[config.mk]
export PLATFORM = sky130hd
export DESIGN_NAME = alu_arbiter_flat
export DESIGN_NICKNAME = d
export VERILOG_FILES = /design/src/rtl/alu_pkg.sv /design/src/rtl/alu_arbiter_if.sv /design/src/rtl/rr_arb2.sv /design/src/rtl/alu_arbiter.sv /design/src/flat_wrapper.sv
export SDC_FILE = /design/constraint.sdc
export NUM_CORES = 1
export LEC_CHECK = 0
export CAP_MARGIN = 0
export CORE_MARGIN = 8
export CORE_UTILIZATION = 44
export CTS_CLUSTER_SIZE = 30
export DETAILED_ROUTE_END_ITERATION = 8
export PLACE_DENSITY = 0.84
export SYNTH_ARGS = -nofsm -noshare
export SYNTH_HDL_FRONTEND = slang
export SYNTH_SLANG_ARGS = --single-unit
[constraint.sdc]
create_clock -name clk -period 4.3 [get_ports clk]
set_input_delay 0.86 -clock clk [delete_from_list [all_inputs] [get_ports clk]]
set_output_delay 0.86 -clock clk [all_outputs]
set_load 0.02 [all_outputs]
[src/rtl/alu_pkg.sv]
// Opcode, FSM state and width definitions shared by the ALU arbiter slice.
package alu_pkg;

  localparam int DATA_W = 16;

  localparam logic [3:0] ADD  = 4'h1;
  localparam logic [3:0] SUB  = 4'h2;
  localparam logic [3:0] MUL  = 4'h4;
  localparam logic [3:0] DIV  = 4'h8;
  localparam logic [3:0] AND  = 4'hC;
  localparam logic [3:0] OR   = 4'hE;
  localparam logic [3:0] ADDN = 4'hF;

  typedef enum logic [1:0] {
    ST_IDLE = 2'd0,
    ST_EXEC = 2'd1,
    ST_RESP = 2'd2
  } state_t;

  function automatic logic is_legal(input logic [3:0] ctrl);
    return ctrl inside {ADD, SUB, MUL, DIV, AND, OR, ADDN};
  endfunction

  function automatic logic [3:0] op_latency(input logic [3:0] ctrl, input logic [3:0] md_cycles);
    return ((ctrl == MUL) || (ctrl == DIV)) ? md_cycles : 4'd1;
  endfunction

endpackage

[src/rtl/alu_arbiter_if.sv]
// Request, ALU-drive and response bundle between the ALU arbiter and its environment.
interface alu_arbiter_if;
  import alu_pkg::*;

  logic              req0_valid;
  logic              req0_ready;
  logic [3:0]        req0_ctrl;
  logic [DATA_W-1:0] req0_a;
  logic [DATA_W-1:0] req0_b;

  logic              req1_valid;
  logic              req1_ready;
  logic [3:0]        req1_ctrl;
  logic [DATA_W-1:0] req1_a;
  logic [DATA_W-1:0] req1_b;

  logic [DATA_W-1:0] alu_in1;
  logic [DATA_W-1:0] alu_in2;
  logic [3:0]        alu_ctrl;
  logic [DATA_W-1:0] alu_out;
  logic [DATA_W-1:0] alu_r0;

  logic              rsp_valid;
  logic              rsp_ready;
  logic              rsp_id;
  logic [DATA_W-1:0] rsp_data;
  logic [DATA_W-1:0] rsp_r0;
  logic              rsp_ovf;
  logic              rsp_err;

  modport slave (
    input  req0_valid, req0_ctrl, req0_a, req0_b,
    input  req1_valid, req1_ctrl, req1_a, req1_b,
    input  alu_out, alu_r0, rsp_ready,
    output req0_ready, req1_ready,
    output alu_in1, alu_in2, alu_ctrl,
    output rsp_valid, rsp_id, rsp_data, rsp_r0, rsp_ovf, rsp_err
  );

  modport master (
    output req0_valid, req0_ctrl, req0_a, req0_b,
    output req1_valid, req1_ctrl, req1_a, req1_b,
    output alu_out, alu_r0, rsp_ready,
    input  req0_ready, req1_ready,
    input  alu_in1, alu_in2, alu_ctrl,
    input  rsp_valid, rsp_id, rsp_data, rsp_r0, rsp_ovf, rsp_err
  );

endinterface

[src/rtl/rr_arb2.sv]
// Two-input grant logic with a last-grant pointer.
// ALU_ARB_ROUND_ROBIN_EN selects round-robin; otherwise port 0 has fixed priority.
module rr_arb2 (
  input  logic       clk,
  input  logic       rst,
  input  logic [1:0] i_req,
  input  logic       i_accept,
  output logic [1:0] o_grant
);

  logic r_last_grant;

`ifdef ALU_ARB_ROUND_ROBIN_EN
  always_comb begin
    o_grant = i_req;
    if (i_req == 2'b11) o_grant = r_last_grant ? 2'b01 : 2'b10;
  end
`else
  assign o_grant = {i_req[1] & ~i_req[0], i_req[0]};
`endif

  // Pointer is tracked in both builds; reset value favours port 0 first.
  always_ff @(posedge clk) begin
    if (rst) r_last_grant <= 1'b1;
    else     r_last_grant <= i_accept ? o_grant[1] : r_last_grant;
  end

endmodule

[src/rtl/alu_arbiter.sv]
// Shares one combinational ALU between two requesters, one op in flight, tagged responses.
// Build macro ALU_ARB_ROUND_ROBIN_EN: round-robin grant when defined, port 0 priority otherwise.
module alu_arbiter
  import alu_pkg::*;
#(
  parameter int MULDIV_CYCLES = 4
) (
  input  logic         clk,
  input  logic         rst,
  alu_arbiter_if.slave bus
);

  // state | meaning
  // IDLE  | no op in flight; ready offered to the granted requester
  // EXEC  | ALU driven from registered operands; down-counter runs to op latency
  // RESP  | response held stable until rsp_ready

  localparam logic [3:0] MD_CYCLES = 4'(MULDIV_CYCLES);

  state_t            r_state;
  logic [3:0]        r_cnt;
  logic [3:0]        r_op;
  logic [3:0]        r_alu_ctrl;
  logic [DATA_W-1:0] r_a;
  logic [DATA_W-1:0] r_b;
  logic              r_rsp_valid;
  logic              r_rsp_id;
  logic [DATA_W-1:0] r_rsp_data;
  logic [DATA_W-1:0] r_rsp_r0;
  logic              r_rsp_ovf;
  logic              r_rsp_err;

  logic              w_idle_en;
  logic              w_accept;
  logic [1:0]        w_grant;
  logic              w_sel;
  logic [3:0]        w_ctrl;
  logic [DATA_W-1:0] w_a;
  logic [DATA_W-1:0] w_b;
  logic              w_trap;
  logic              w_ovf;
  logic              w_muldiv;

  assign w_idle_en = (r_state == ST_IDLE) && !rst;
  assign w_accept  = w_idle_en && (bus.req0_valid || bus.req1_valid);

  rr_arb2 u_arb (
    .clk      (clk),
    .rst      (rst),
    .i_req    ({bus.req1_valid, bus.req0_valid}),
    .i_accept (w_accept),
    .o_grant  (w_grant)
  );

  assign bus.req0_ready = w_grant[0] && w_idle_en;
  assign bus.req1_ready = w_grant[1] && w_idle_en;

  assign w_sel  = w_grant[1];
  assign w_ctrl = w_sel ? bus.req1_ctrl : bus.req0_ctrl;
  assign w_a    = w_sel ? bus.req1_a    : bus.req0_a;
  assign w_b    = w_sel ? bus.req1_b    : bus.req0_b;
  assign w_trap = !is_legal(w_ctrl) || ((w_ctrl == DIV) && (w_b == '0));

  assign w_muldiv = (r_op == MUL) || (r_op == DIV);

  // Overflow is derived from operands and the ALU result; the ALU's own flag is not trusted.
  always_comb begin
    w_ovf = 1'b0;
    case (r_op)
      ADD, ADDN: w_ovf = (r_a[15] == r_b[15]) && (bus.alu_out[15] != r_a[15]);
      SUB:       w_ovf = (r_a[15] != r_b[15]) && (bus.alu_out[15] != r_a[15]);
      MUL:       w_ovf = bus.alu_r0 != {DATA_W{bus.alu_out[15]}};
      DIV:       w_ovf = (r_a == 16'h8000) && (r_b == 16'hFFFF);
      default:   w_ovf = 1'b0;
    endcase
  end

  always_ff @(posedge clk) begin
    if (rst) begin
      r_state     <= ST_IDLE;
      r_cnt       <= '0;
      r_op        <= '0;
      r_alu_ctrl  <= '0;
      r_a         <= '0;
      r_b         <= '0;
      r_rsp_valid <= 1'b0;
      r_rsp_id    <= 1'b0;
      r_rsp_data  <= '0;
      r_rsp_r0    <= '0;
      r_rsp_ovf   <= 1'b0;
      r_rsp_err   <= 1'b0;
    end else begin
      case (r_state)
        ST_IDLE: begin
          if (w_accept) begin
            r_rsp_id <= w_sel;
            if (w_trap) begin
              r_state     <= ST_RESP;
              r_rsp_valid <= 1'b1;
              r_rsp_err   <= 1'b1;
              r_rsp_data  <= '0;
              r_rsp_r0    <= '0;
              r_rsp_ovf   <= 1'b0;
            end else begin
              r_state    <= ST_EXEC;
              r_op       <= w_ctrl;
              r_a        <= w_a;
              r_b        <= w_b;
              r_alu_ctrl <= w_ctrl;
              r_cnt      <= op_latency(w_ctrl, MD_CYCLES) - 4'd1;
            end
          end
        end
        ST_EXEC: begin
          if (r_cnt == 4'd0) begin
            r_state     <= ST_RESP;
            r_alu_ctrl  <= '0;
            r_rsp_valid <= 1'b1;
            r_rsp_data  <= bus.alu_out;
            r_rsp_r0    <= w_muldiv ? bus.alu_r0 : '0;
            r_rsp_ovf   <= w_ovf;
            r_rsp_err   <= 1'b0;
          end else begin
            r_cnt <= r_cnt - 4'd1;
          end
        end
        ST_RESP: begin
          if (bus.rsp_ready) begin
            r_state     <= ST_IDLE;
            r_rsp_valid <= 1'b0;
          end
        end
        default: r_state <= ST_IDLE;
      endcase
    end
  end

  assign bus.alu_in1   = r_a;
  assign bus.alu_in2   = r_b;
  assign bus.alu_ctrl  = r_alu_ctrl;
  assign bus.rsp_valid = r_rsp_valid;
  assign bus.rsp_id    = r_rsp_id;
  assign bus.rsp_data  = r_rsp_data;
  assign bus.rsp_r0    = r_rsp_r0;
  assign bus.rsp_ovf   = r_rsp_ovf;
  assign bus.rsp_err   = r_rsp_err;

endmodule

[src/flat_wrapper.sv]
// flat-port wrapper written by rule: the top's interface ports become plain ports
module alu_arbiter_flat import alu_pkg::*;
#(
  parameter int MULDIV_CYCLES = 4
)
  (clk, rst, bus_req0_valid, bus_req0_ctrl, bus_req0_a, bus_req0_b, bus_req1_valid, bus_req1_ctrl, bus_req1_a, bus_req1_b, bus_alu_out, bus_alu_r0, bus_rsp_ready, bus_req0_ready, bus_req1_ready, bus_alu_in1, bus_alu_in2, bus_alu_ctrl, bus_rsp_valid, bus_rsp_id, bus_rsp_data, bus_rsp_r0, bus_rsp_ovf, bus_rsp_err);
  alu_arbiter_if bus_i ();
  input  logic clk;
  input  logic rst;
  input wire logic [$bits(bus_i.req0_valid)-1:0] bus_req0_valid;
  input wire logic [$bits(bus_i.req0_ctrl)-1:0] bus_req0_ctrl;
  input wire logic [$bits(bus_i.req0_a)-1:0] bus_req0_a;
  input wire logic [$bits(bus_i.req0_b)-1:0] bus_req0_b;
  input wire logic [$bits(bus_i.req1_valid)-1:0] bus_req1_valid;
  input wire logic [$bits(bus_i.req1_ctrl)-1:0] bus_req1_ctrl;
  input wire logic [$bits(bus_i.req1_a)-1:0] bus_req1_a;
  input wire logic [$bits(bus_i.req1_b)-1:0] bus_req1_b;
  input wire logic [$bits(bus_i.alu_out)-1:0] bus_alu_out;
  input wire logic [$bits(bus_i.alu_r0)-1:0] bus_alu_r0;
  input wire logic [$bits(bus_i.rsp_ready)-1:0] bus_rsp_ready;
  output wire logic [$bits(bus_i.req0_ready)-1:0] bus_req0_ready;
  output wire logic [$bits(bus_i.req1_ready)-1:0] bus_req1_ready;
  output wire logic [$bits(bus_i.alu_in1)-1:0] bus_alu_in1;
  output wire logic [$bits(bus_i.alu_in2)-1:0] bus_alu_in2;
  output wire logic [$bits(bus_i.alu_ctrl)-1:0] bus_alu_ctrl;
  output wire logic [$bits(bus_i.rsp_valid)-1:0] bus_rsp_valid;
  output wire logic [$bits(bus_i.rsp_id)-1:0] bus_rsp_id;
  output wire logic [$bits(bus_i.rsp_data)-1:0] bus_rsp_data;
  output wire logic [$bits(bus_i.rsp_r0)-1:0] bus_rsp_r0;
  output wire logic [$bits(bus_i.rsp_ovf)-1:0] bus_rsp_ovf;
  output wire logic [$bits(bus_i.rsp_err)-1:0] bus_rsp_err;
  assign bus_i.req0_valid = bus_req0_valid;
  assign bus_i.req0_ctrl = bus_req0_ctrl;
  assign bus_i.req0_a = bus_req0_a;
  assign bus_i.req0_b = bus_req0_b;
  assign bus_i.req1_valid = bus_req1_valid;
  assign bus_i.req1_ctrl = bus_req1_ctrl;
  assign bus_i.req1_a = bus_req1_a;
  assign bus_i.req1_b = bus_req1_b;
  assign bus_i.alu_out = bus_alu_out;
  assign bus_i.alu_r0 = bus_alu_r0;
  assign bus_i.rsp_ready = bus_rsp_ready;
  assign bus_req0_ready = bus_i.req0_ready;
  assign bus_req1_ready = bus_i.req1_ready;
  assign bus_alu_in1 = bus_i.alu_in1;
  assign bus_alu_in2 = bus_i.alu_in2;
  assign bus_alu_ctrl = bus_i.alu_ctrl;
  assign bus_rsp_valid = bus_i.rsp_valid;
  assign bus_rsp_id = bus_i.rsp_id;
  assign bus_rsp_data = bus_i.rsp_data;
  assign bus_rsp_r0 = bus_i.rsp_r0;
  assign bus_rsp_ovf = bus_i.rsp_ovf;
  assign bus_rsp_err = bus_i.rsp_err;
  alu_arbiter #(.MULDIV_CYCLES(MULDIV_CYCLES)) u_core (.clk(clk), .rst(rst), .bus(bus_i));
endmodule
==> out/results.tsv, run 1 <==
stage	metric	value	unit
clocking	clk slew on worst S/H paths	70	ps
clocking	Clock H-tree levels	3	
layout	proportion of layout cells with a drive suffix above 1	5.67	%
timing	min Tclk post-route	3730	ps
timing	setup violators final	0	
detailed_routing	WL per Instance	18.2	um
floorplanning	starting density of the core	44.7	%
placement	I/O Buffers	182	
floorplanning	die area	12600	sq um
worst_setup_path	most used cell, CP	mux2i_1	
layout	area delta synth->final	51.6	%
power	power share of the combinational group	30.2	%
layout	Post-layout nets	775	
placement	Post-Place Cells	765	
power	leak pwr	0.00208	uW
yosys	syn nets	612	
timing	clock skew	12.9	ps
clocking	postcts setup bufs	0	
detailed_routing	Vias	4588	
worst_setup_path	cell chain of the critical path	clkdlybuf4s50_1 -> nand2b_2 -> mux2i_4 -> mux2i_1 -> a211oi_4 -> o21ai_2 -> mux2i_1	
power	PD cells	350	nW/um^2
worst_setup_path	Crit Path Category	primary input to register	
detailed_routing	DR DRC count	0	
global_routing	gr ovfl total	0	
global_routing	met2 Track Usage GR	35.4	%
yosys	Async SR Flop Fraction	0	%
detailed_routing	Vias/cell	5.87	
worst_setup_path	crit-path max FO	20	
yosys	Mapped Cells	502	
clocking	Sink Count	82	
worst_setup_path	CP arrival	4000	ps
layout	diodes inserted	0	
worst_setup_path	Worst setup EP type	register	
floorplanning	IO Pins	183	
layout	Finished Layout Cells	781	
global_routing	grt met1 use	24.9	%
floorplanning	# rows	35	
global_routing	Tot GR Track Use	21.5	%
power	clock network fraction of total power	29.3	%
placement	dpl hpwl	10.6	mm
detailed_routing	final wirelength	14.2	mm
worst_setup_path	max incr delay on CP	870	ps
timing	max-slew violation count	0	
yosys	#FFs+latches synth	82	
clocking	# resized after CTS	0	
clocking	clock buffer depth	2	
floorplanning	DIE HEIGHT	112	um
yosys	number of flops mapped to enable cells by yosys	0	
global_routing	initial antenna violation count	0	
floorplanning	area of the core	9110	sq um
timing	Setup TNS	0	ps
yosys	Yosys cell types	48	
detailed_routing	DRT iter0 DRCs	460	
global_routing	grt met3 use	7.46	%
clocking	later-pin clock latency in the skew report	350	ps
yosys	Post-synth top flop	dfxtp_1	
global_routing	pin count of the biggest net entering global routing	85	
clocking	CTS tree	built	
worst_setup_path	Worst EP required	4560	ps
clocking	Root Driver	clkbuf_8	
detailed_routing	DRT Pass-1 Iters	5	
timing	Final Cycle Share	86.8	%
power	Flop pwr share	40.5	%
layout	fin util	67.8	%
layout	final instance area	6170	sq um
outcome	status	completed	
global_routing	global-route wire length before repair	22.4	mm
power	cell-internal power	1470	uW
yosys	post-synthesis sequential area ratio	40.3	%
layout	Filler Cell Count	737	
worst_setup_path	slowest CP cell	o21ai_2	
yosys	cell area after synthesis	4070	sq um
yosys	Synth Area per Inst	8.12	sq um
clocking	hold_buf cts	0	
power	P_sw	691	uW
power	Sw Share	32.0	%
timing	Final Hold Vio Count	0	
timing	fmax	0.268	GHz
floorplanning	Die Width	112	um
power	Design Power	2160	uW
clocking	cts bufs inserted	9	
min_path	Worst Hold Class	register to register	
worst_setup_path	Setup crit start kind	primary input	
global_routing	gr busiest metal	met2	
yosys	Synthesis Warnings	0	
timing	Slew @ Worst Pin	1130	ps
timing	headroom to the max-slew limit	24.4	%
flow_run	max cap viols	0	
timing	RSZ-0062 raised after global routing	no	
placement	GP Congestion	0.904	
placement	Area after DPL	5950	sq um
global_routing	vias in the first global route	4478	
power	maximum VDD drop	0.166	mV
detailed_routing	remaining antenna violation count after routing	0	
-- layer usage --
metal	vias up	wire (um)
li1	2182	-
met1	2123	5910
met2	246	6520
met3	37	1460
met4	0	343
met5	-	0
-- placed cells by master (no fill, tap or decap), types with 2 or more instances in the layout --
cell type and count:
o2111ai_1 2, nor2_1 10, a211oi_1 3, xor2_1 2, clkdlybuf4s50_1 181, nor2b_1 2, o21ai_0 5, clkinvlp_4 2
nand4_1 8, o211ai_1 22, xnor2_1 2, a221oi_1 2, mux2i_1 20, o21ai_2 2, nand4b_1 4, bufinv_16 2
nand3_1 6, a22oi_1 3, nor4b_1 2, a311oi_1 33, nand2_1 113, or3_1 5, a21oi_1 57, nor3_1 10
inv_1 3, buf_4 11, o21a_1 2, dfxtp_1 82, nor4_1 16, nand2b_1 20, a31oi_1 4, clkbuf_8 10
and2_1 2
-- layout make-up --
cell class | instances | area (sq um) | share of cell area, %
Multi-Input combinational cell | 376 | 2260 | 36.6
Sequential cell | 82 | 1640 | 26.6
Clock inverter | 6 | 88.8 | 1.44
Tap cell | 111 | 139 | 2.25
Clock buffer | 10 | 138 | 2.23
Inverter | 3 | 11.3 | 0.182
Timing Repair Buffer | 193 | 1900 | 30.8
-- cell families (layout without fill, tap and decap cells) --
logic type                 Yosys count  after routing  synth area share [%]
and+or+nand+nor                    205            205                  23.8
AOI/OAI and AO/OA                  144            144                  24.2
DFF                                 82             82                  40.3
buffers and inverters               44            212                  4.67
muxes                               22             22                  5.80
xor gates and xnor gates             4              4                 0.860
adders and majority gates            1              1                 0.307
-- critical path, delay by kind of cell --
kind            cells  cell delay (ps)
mux                 3             1040
simple gates        1              480
compound gates      2              990
buf+inv             1              620
-- worst paths after layout --
kind / from / to / slack (ps) / cells past startpoint
max reg2reg: u_core.r_state[0] / u_core.bus.rsp_r0[4] / 1770 / 5
min reg2reg: u_core.bus.rsp_id / u_core.bus.rsp_id / 480 / 2
min: u_core.bus.rsp_id / u_core.bus.rsp_id / 480 / 2
max: bus_req0_valid / u_core.bus.rsp_r0[4] / 570 / 7
-- state kept, by name, indices dropped and copies added, names as in the netlist, 2 cells and up --
signal	count
u_core.bus.alu_in1	16
u_core.bus.alu_in2	16
u_core.bus.rsp_data	16
u_core.bus.rsp_r0	16
u_core.bus.alu_ctrl	4
u_core.r_cnt	4
u_core.r_op	4
u_core.r_state	2
-- Yosys cell counts, types with 3 or more instances --
master	number	share of area, %
inv_1	3	0.28
a22oi_1	3	0.55
nor4_1	16	2.5
o211ai_1	22	4.1
nand4_1	8	1.2
nand2b_1	21	3.2
a31oi_1	4	0.61
buf_2	11	1.4
nand4b_1	4	0.86
o21ai_0	6	0.74
nand3_1	6	0.74
a211oi_1	3	0.55
mux2i_1	20	4.9
dfxtp_1	82	40
a21oi_1	57	7.0
nor2_1	11	1.0
nor2b_1	3	0.46
nor3_1	10	1.2
nand2_1	113	10
a311oi_1	33	7.1
or3_1	5	0.77
clkbuf_1	28	2.6
-- through the flow --
step | hold WS [ps] | setup slack (ps)
floorplan | 471 | 1590
finish | 476 | 568
global route | 496 | 381
detailed placement | 465 | 216
CTS | 483 | 586
global placement | 460 | 385
-- power by group through the flow --
stage | Clock [uW] | Sequential (uW) | Combinational (uW)
floorplan | 0 | 943 | 298
global placement | 0 | 888 | 637
detailed placement | 0 | 890 | 651
CTS | 641 | 873 | 652
global route | 673 | 882 | 698
finish | 634 | 874 | 653
Note: power is estimated with default switching activity, not from simulation.
==> run 2, diff against run 1 <==
- RECOVER_POWER: unset -> 100
==> run 2 against run 1 <==
Critical path depth up 1. Via count down 0.20%. Clock skew is essentially flat. Flip-flop and latch count unchanged. Cell area is 0.55% lower. Sequential power about the same. Register-to-register slack gained 30 ps. Clock power hardly changed. Final cell count did not move. Fmax decreased by 4.5%. Core utilization shrank 0.37 points. Global-route usage unchanged.
==> out/results.tsv, run 2 (synthesis results as in run 1) <==
stage	metric	value	unit
timing	Final Cycle Share	90.8	%
layout	diodes inserted	0	
power	Design Power	2130	uW
placement	I/O Buffers	182	
timing	Slew @ Worst Pin	1150	ps
global_routing	Tot GR Track Use	21.5	%
detailed_routing	Vias	4579	
global_routing	pin count of the biggest net entering global routing	85	
power	PD cells	348	nW/um^2
worst_setup_path	Crit Path Category	primary input to register	
worst_setup_path	Setup crit start kind	primary input	
global_routing	gr ovfl total	0	
power	cell-internal power	1450	uW
clocking	# resized after CTS	0	
worst_setup_path	FF-to-FF path depth	5	
floorplanning	# rows	35	
detailed_routing	DRT Pass-1 Iters	5	
layout	FF+latch area	1640	sq um
detailed_routing	routed wl met3	1.46	mm
clocking	cts bufs inserted	9	
timing	Fin Hold WS	472	ps
placement	GP Congestion	0.904	
clocking	Root Driver	clkbuf_8	
clocking	later-pin clock latency in the skew report	350	ps
worst_setup_path	reg-to-reg setup timing slack	1800	ps
timing	RSZ-0062 raised after global routing	no	
min_path	hold_sp	u_core.bus.rsp_valid	
power	maximum VDD drop	0.165	mV
timing	setup violators final	0	
floorplanning	die area	12600	sq um
global_routing	initial antenna violation count	0	
clocking	clk slew on worst S/H paths	80	ps
worst_setup_path	Worst setup EP type	register	
detailed_routing	DR DRC count	0	
worst_setup_path	R2R Path Start	u_core.r_state[0]	
layout	proportion of layout cells with a drive suffix above 1	4.93	%
global_routing	vias in the first global route	4478	
outcome	status	completed	
clocking	hold_buf cts	0	
timing	clock skew	12.5	ps
layout	area delta synth->final	50.7	%
timing	fmax	0.256	GHz
min_path	Worst Hold Class	register to register	
worst_setup_path	r2r endpoint	u_core.bus.rsp_r0[4]	
layout	Finished Layout Cells	781	
layout	Filler Cell Count	744	
clocking	postcts setup bufs	0	
timing	Setup TNS	0	ps
flow_run	max cap viols	0	
floorplanning	area of the core	9110	sq um
timing	headroom to the max-slew limit	23.0	%
layout	footprint of the multi-input gates	2230	sq um
layout	most frequent cells in the layout	nand2_1 (113), clkdlybuf4s50_1 (106), dfxtp_1 (82), dlygate4sd3_1 (75), a21oi_1 (57)	
placement	dpl hpwl	10.6	mm
power	leak pwr	0.00231	uW
detailed_routing	met1 WL	5.89	mm
detailed_routing	WL per Instance	18.2	um
clocking	Clock H-tree levels	3	
detailed_routing	met2 wire length	6.54	mm
clocking	clock buffer depth	2	
clocking	CTS tree	built	
placement	Post-Place Cells	765	
floorplanning	starting density of the core	44.7	%
detailed_routing	final wirelength	14.2	mm
clocking	Sink Count	82	
detailed_routing	Top Layer Used	met4	
worst_setup_path	CP arrival	4100	ps
min_path	Hold Path Depth	1	
timing	min Tclk post-route	3910	ps
floorplanning	Die Width	112	um
power	Sw Share	32.2	%
floorplanning	DIE HEIGHT	112	um
power	clock network fraction of total power	29.8	%
global_routing	global-route wire length before repair	22.4	mm
layout	commonest non-fill, non-tap cell in the layout	nand2_1	
floorplanning	IO Pins	183	
timing	max-slew violation count	0	
timing	Final Hold Vio Count	0	
power	P_sw	688	uW
power	power share of the combinational group	29.4	%
min_path	worst hold endpoint	u_core.bus.rsp_valid	
detailed_routing	remaining antenna violation count after routing	0	
worst_setup_path	crit-path max FO	20	
detailed_routing	Vias/cell	5.86	
worst_setup_path	Worst EP required	4490	ps
detailed_routing	DRT iter0 DRCs	386	
power	Flop pwr share	40.9	%
layout	Post-layout nets	775	
run 2: through the flow:
step,setup WS [ps],utilization [%],cell area (sq um)
after floorplan,1590,-,4070
after global placement,385,65.3,5950
after detailed placement,216,65.3,5950
after CTS,586,67.8,6170
after global routing,197,67.4,6140
final,394,67.4,6140
run 2: worst max-delay path by stage:
| stage | from | end | slack (ps) |
|---|---|---|---|
| after floorplan | bus_req0_valid | u_core.r_cnt[2] | 1590 |
| after global placement | bus_req0_valid | u_core.bus.rsp_r0[15] | 390 |
| after detailed placement | bus_req0_valid | u_core.bus.rsp_r0[1] | 220 |
| after CTS | bus_req0_valid | u_core.bus.rsp_r0[4] | 590 |
| after global routing | bus_req0_valid | u_core.bus.alu_in2[6] | 200 |
| final | bus_req0_valid | u_core.bus.alu_in2[8] | 390 |
run 2: cell type report:
| type | count | area share, % |
|---|---|---|
| clock buffer | 10 | 2.24 |
| clock inverter | 6 | 1.45 |
| inverter | 3 | 0.183 |
| multi-input combinational | 376 | 36.3 |
| sequential | 82 | 26.7 |
| tap | 111 | 2.26 |
| timing repair buffer | 193 | 30.9 |
run 2: power groups by stage:
stage | clock network (uW) | registers [uW] | logic [uW]
floorplan | 0 | 943 | 298
global placement | 0 | 888 | 637
detailed placement | 0 | 890 | 651
CTS | 641 | 873 | 652
global route | 673 | 880 | 673
finish | 636 | 872 | 627
run 2: worst max-delay path, cell delays in order:
cell and delay (ps):
dlygate4sd3_1 660, nand2b_2 450, mux2i_1 440, mux2i_1 190, a211o_1 520, nor2_1 230
clkbuf_1 550, a311oi_1 190
run 2: layer usage:
layer  global-route usage, %  up-vias
li1                        -     2185
met1                    24.9     2135
met2                    35.4      233
met3                    7.46       26
met4                    9.35        0
met5                       0        -
==> run 3, diff against run 2 <==
- CORE_UTILIZATION: 44 -> 42
- PLACE_DENSITY: 0.84 -> 0.81
- clock period: 4.3 -> 3.9 ns (I/O delays scaled with it)
==> run 3 against run 2 <==
Non-clock buffer count increased by 2. First-iteration DRC count rose by 2.6%. Final cell count up 3.1%. Critical path type unchanged. Critical endpoint is now u_core.bus.alu_in2[3].
==> out/results.tsv, run 3 (synthesis results as in run 1) <==
stage	metric	value	unit
outcome	status	completed	
clocking	CTS tree	built	
detailed_routing	WL per Instance	18.0	um
floorplanning	# rows	36	
flow_run	max cap viols	0	
global_routing	Tot GR Track Use	21.9	%
clocking	cts bufs inserted	9	
detailed_routing	remaining antenna violation count after routing	0	
detailed_routing	DRT Pass-1 Iters	4	
worst_setup_path	r2r endpoint	u_core.bus.rsp_r0[11]	
placement	I/O Buffers	182	
timing	Final Cycle Share	89.9	%
detailed_routing	Vias/cell	5.71	
clocking	# resized after CTS	0	
global_routing	gr ovfl total	0	
clocking	Clock H-tree levels	3	
layout	Filler Cell Count	840	
layout	proportion of layout cells with a drive suffix above 1	5.51	%
worst_setup_path	reg-to-reg setup timing slack	1390	ps
worst_setup_path	crit-path max FO	33	
placement	dpl hpwl	10.8	mm
global_routing	vias in the first global route	4663	
timing	headroom to the max-slew limit	26.4	%
worst_setup_path	Setup crit start kind	primary input	
power	cell-internal power	1510	uW
power	Sw Share	33.0	%
placement	GP Congestion	0.863	
layout	most frequent cells in the layout	nand2_1 (113), clkdlybuf4s50_1 (106), dfxtp_1 (82), dlygate4sd3_1 (75), a21oi_1 (57)	
clocking	hold_buf cts	0	
layout	Finished Layout Cells	805	
worst_setup_path	CP arrival	3760	ps
min_path	worst hold endpoint	u_core.bus.rsp_valid	
worst_setup_path	R2R Path Start	u_core.r_state[0]	
power	P_sw	744	uW
worst_setup_path	Worst setup EP type	register	
clocking	clock buffer depth	2	
timing	fmax	0.285	GHz
floorplanning	die area	13100	sq um
global_routing	global-route wire length before repair	23.2	mm
min_path	Worst Hold Class	register to register	
detailed_routing	Vias	4595	
timing	Setup TNS	0	ps
global_routing	met2 Track Usage GR	36.2	%
worst_setup_path	Worst EP required	4150	ps
timing	min Tclk post-route	3510	ps
power	clock network fraction of total power	26.3	%
power	power share of the combinational group	31.0	%
global_routing	pin count of the biggest net entering global routing	85	
power	Design Power	2250	uW
power	leak pwr	0.00231	uW
clocking	clk slew on worst S/H paths	80	ps
placement	Post-Place Cells	789	
floorplanning	DIE HEIGHT	114	um
layout	diodes inserted	0	
global_routing	initial antenna violation count	0	
layout	footprint of the multi-input gates	2250	sq um
detailed_routing	DRT iter0 DRCs	396	
clocking	later-pin clock latency in the skew report	350	ps
timing	Slew @ Worst Pin	1100	ps
layout	Post-layout nets	777	
detailed_routing	DR DRC count	0	
clocking	Sink Count	82	
timing	max-slew violation count	0	
floorplanning	starting density of the core	42.5	%
floorplanning	area of the core	9590	sq um
detailed_routing	final wirelength	14.5	mm
power	PD cells	366	nW/um^2
worst_setup_path	FF-to-FF path depth	6	
global_routing	grt met1 use	24.5	%
layout	fin util	64.2	%
floorplanning	IO Pins	183	
layout	commonest non-fill, non-tap cell in the layout	nand2_1	
clocking	postcts setup bufs	0	
global_routing	grt met3 use	8.86	%
clocking	Root Driver	clkbuf_8	
min_path	hold_sp	u_core.bus.rsp_valid	
layout	FF+latch area	1640	sq um
timing	setup violators final	0	
timing	Final Hold Vio Count	0	
power	Flop pwr share	42.7	%
timing	RSZ-0062 raised after global routing	no	
global_routing	gr busiest metal	met2	
timing	clock skew	11.7	ps
floorplanning	Die Width	114	um
min_path	Hold Path Depth	1	
power	maximum VDD drop	0.209	mV
layout	area delta synth->final	51.3	%
worst_setup_path	Crit Path Category	primary input to register	
[run 3: final cells by class]
type                            count  area share [%]
Sequential cell                    82            26.6
Clock buffer                       10            2.07
Timing Repair Buffer              195            30.9
Inverter                            3           0.183
Clock inverter                      6           0.934
Tap cell                          133            2.70
Multi-Input combinational cell    376            36.5
[run 3: worst max path at each step]
stage | from | to | cells past startpoint
after global routing | bus_req1_valid | u_core.bus.alu_in2[3] | 9
after global placement | bus_req0_valid | u_core.bus.alu_in2[5] | 8
final | bus_req1_valid | u_core.bus.alu_in2[3] | 9
after detailed placement | bus_req0_valid | u_core.bus.alu_in1[8] | 8
after floorplan | bus_req0_valid | u_core.r_cnt[2] | 10
after CTS | bus_req0_valid | u_core.bus.alu_in2[3] | 8
[run 3: power groups by stage]
stage / sequential, uW / clock (uW) / combinational, uW
after floorplan: 1040 / 0 / 328
after global placement: 981 / 0 / 711
after detailed placement: 983 / 0 / 726
after CTS: 964 / 608 / 728
after global routing: 972 / 640 / 753
final: 963 / 593 / 699
[run 3: through the flow]
step / worst slack (ps) / hold WS (ps) / area [sq um]
floorplan: 1270 / 471 / 4070
global placement: 404 / 458 / 6000
detailed placement: 247 / 459 / 6000
CTS: 628 / 478 / 6190
global route: 225 / 494 / 6160
finish: 393 / 468 / 6160
[run 3: metal layers]
metal / part of all wire (%) / wire length [um]
met1: 41 / 5900
met2: 46 / 6740
met3: 11 / 1590
met4: 2.0 / 283
met5: 0 / 0
[run 3: worst max-delay path: stages]
cell	delay, ps
dlygate4sd3_1	630
nand2b_1	380
buf_4	260
nand4_1	140
a221oi_2	420
a211o_1	220
nor2_2	60
clkbuf_2	450
a311oi_1	400
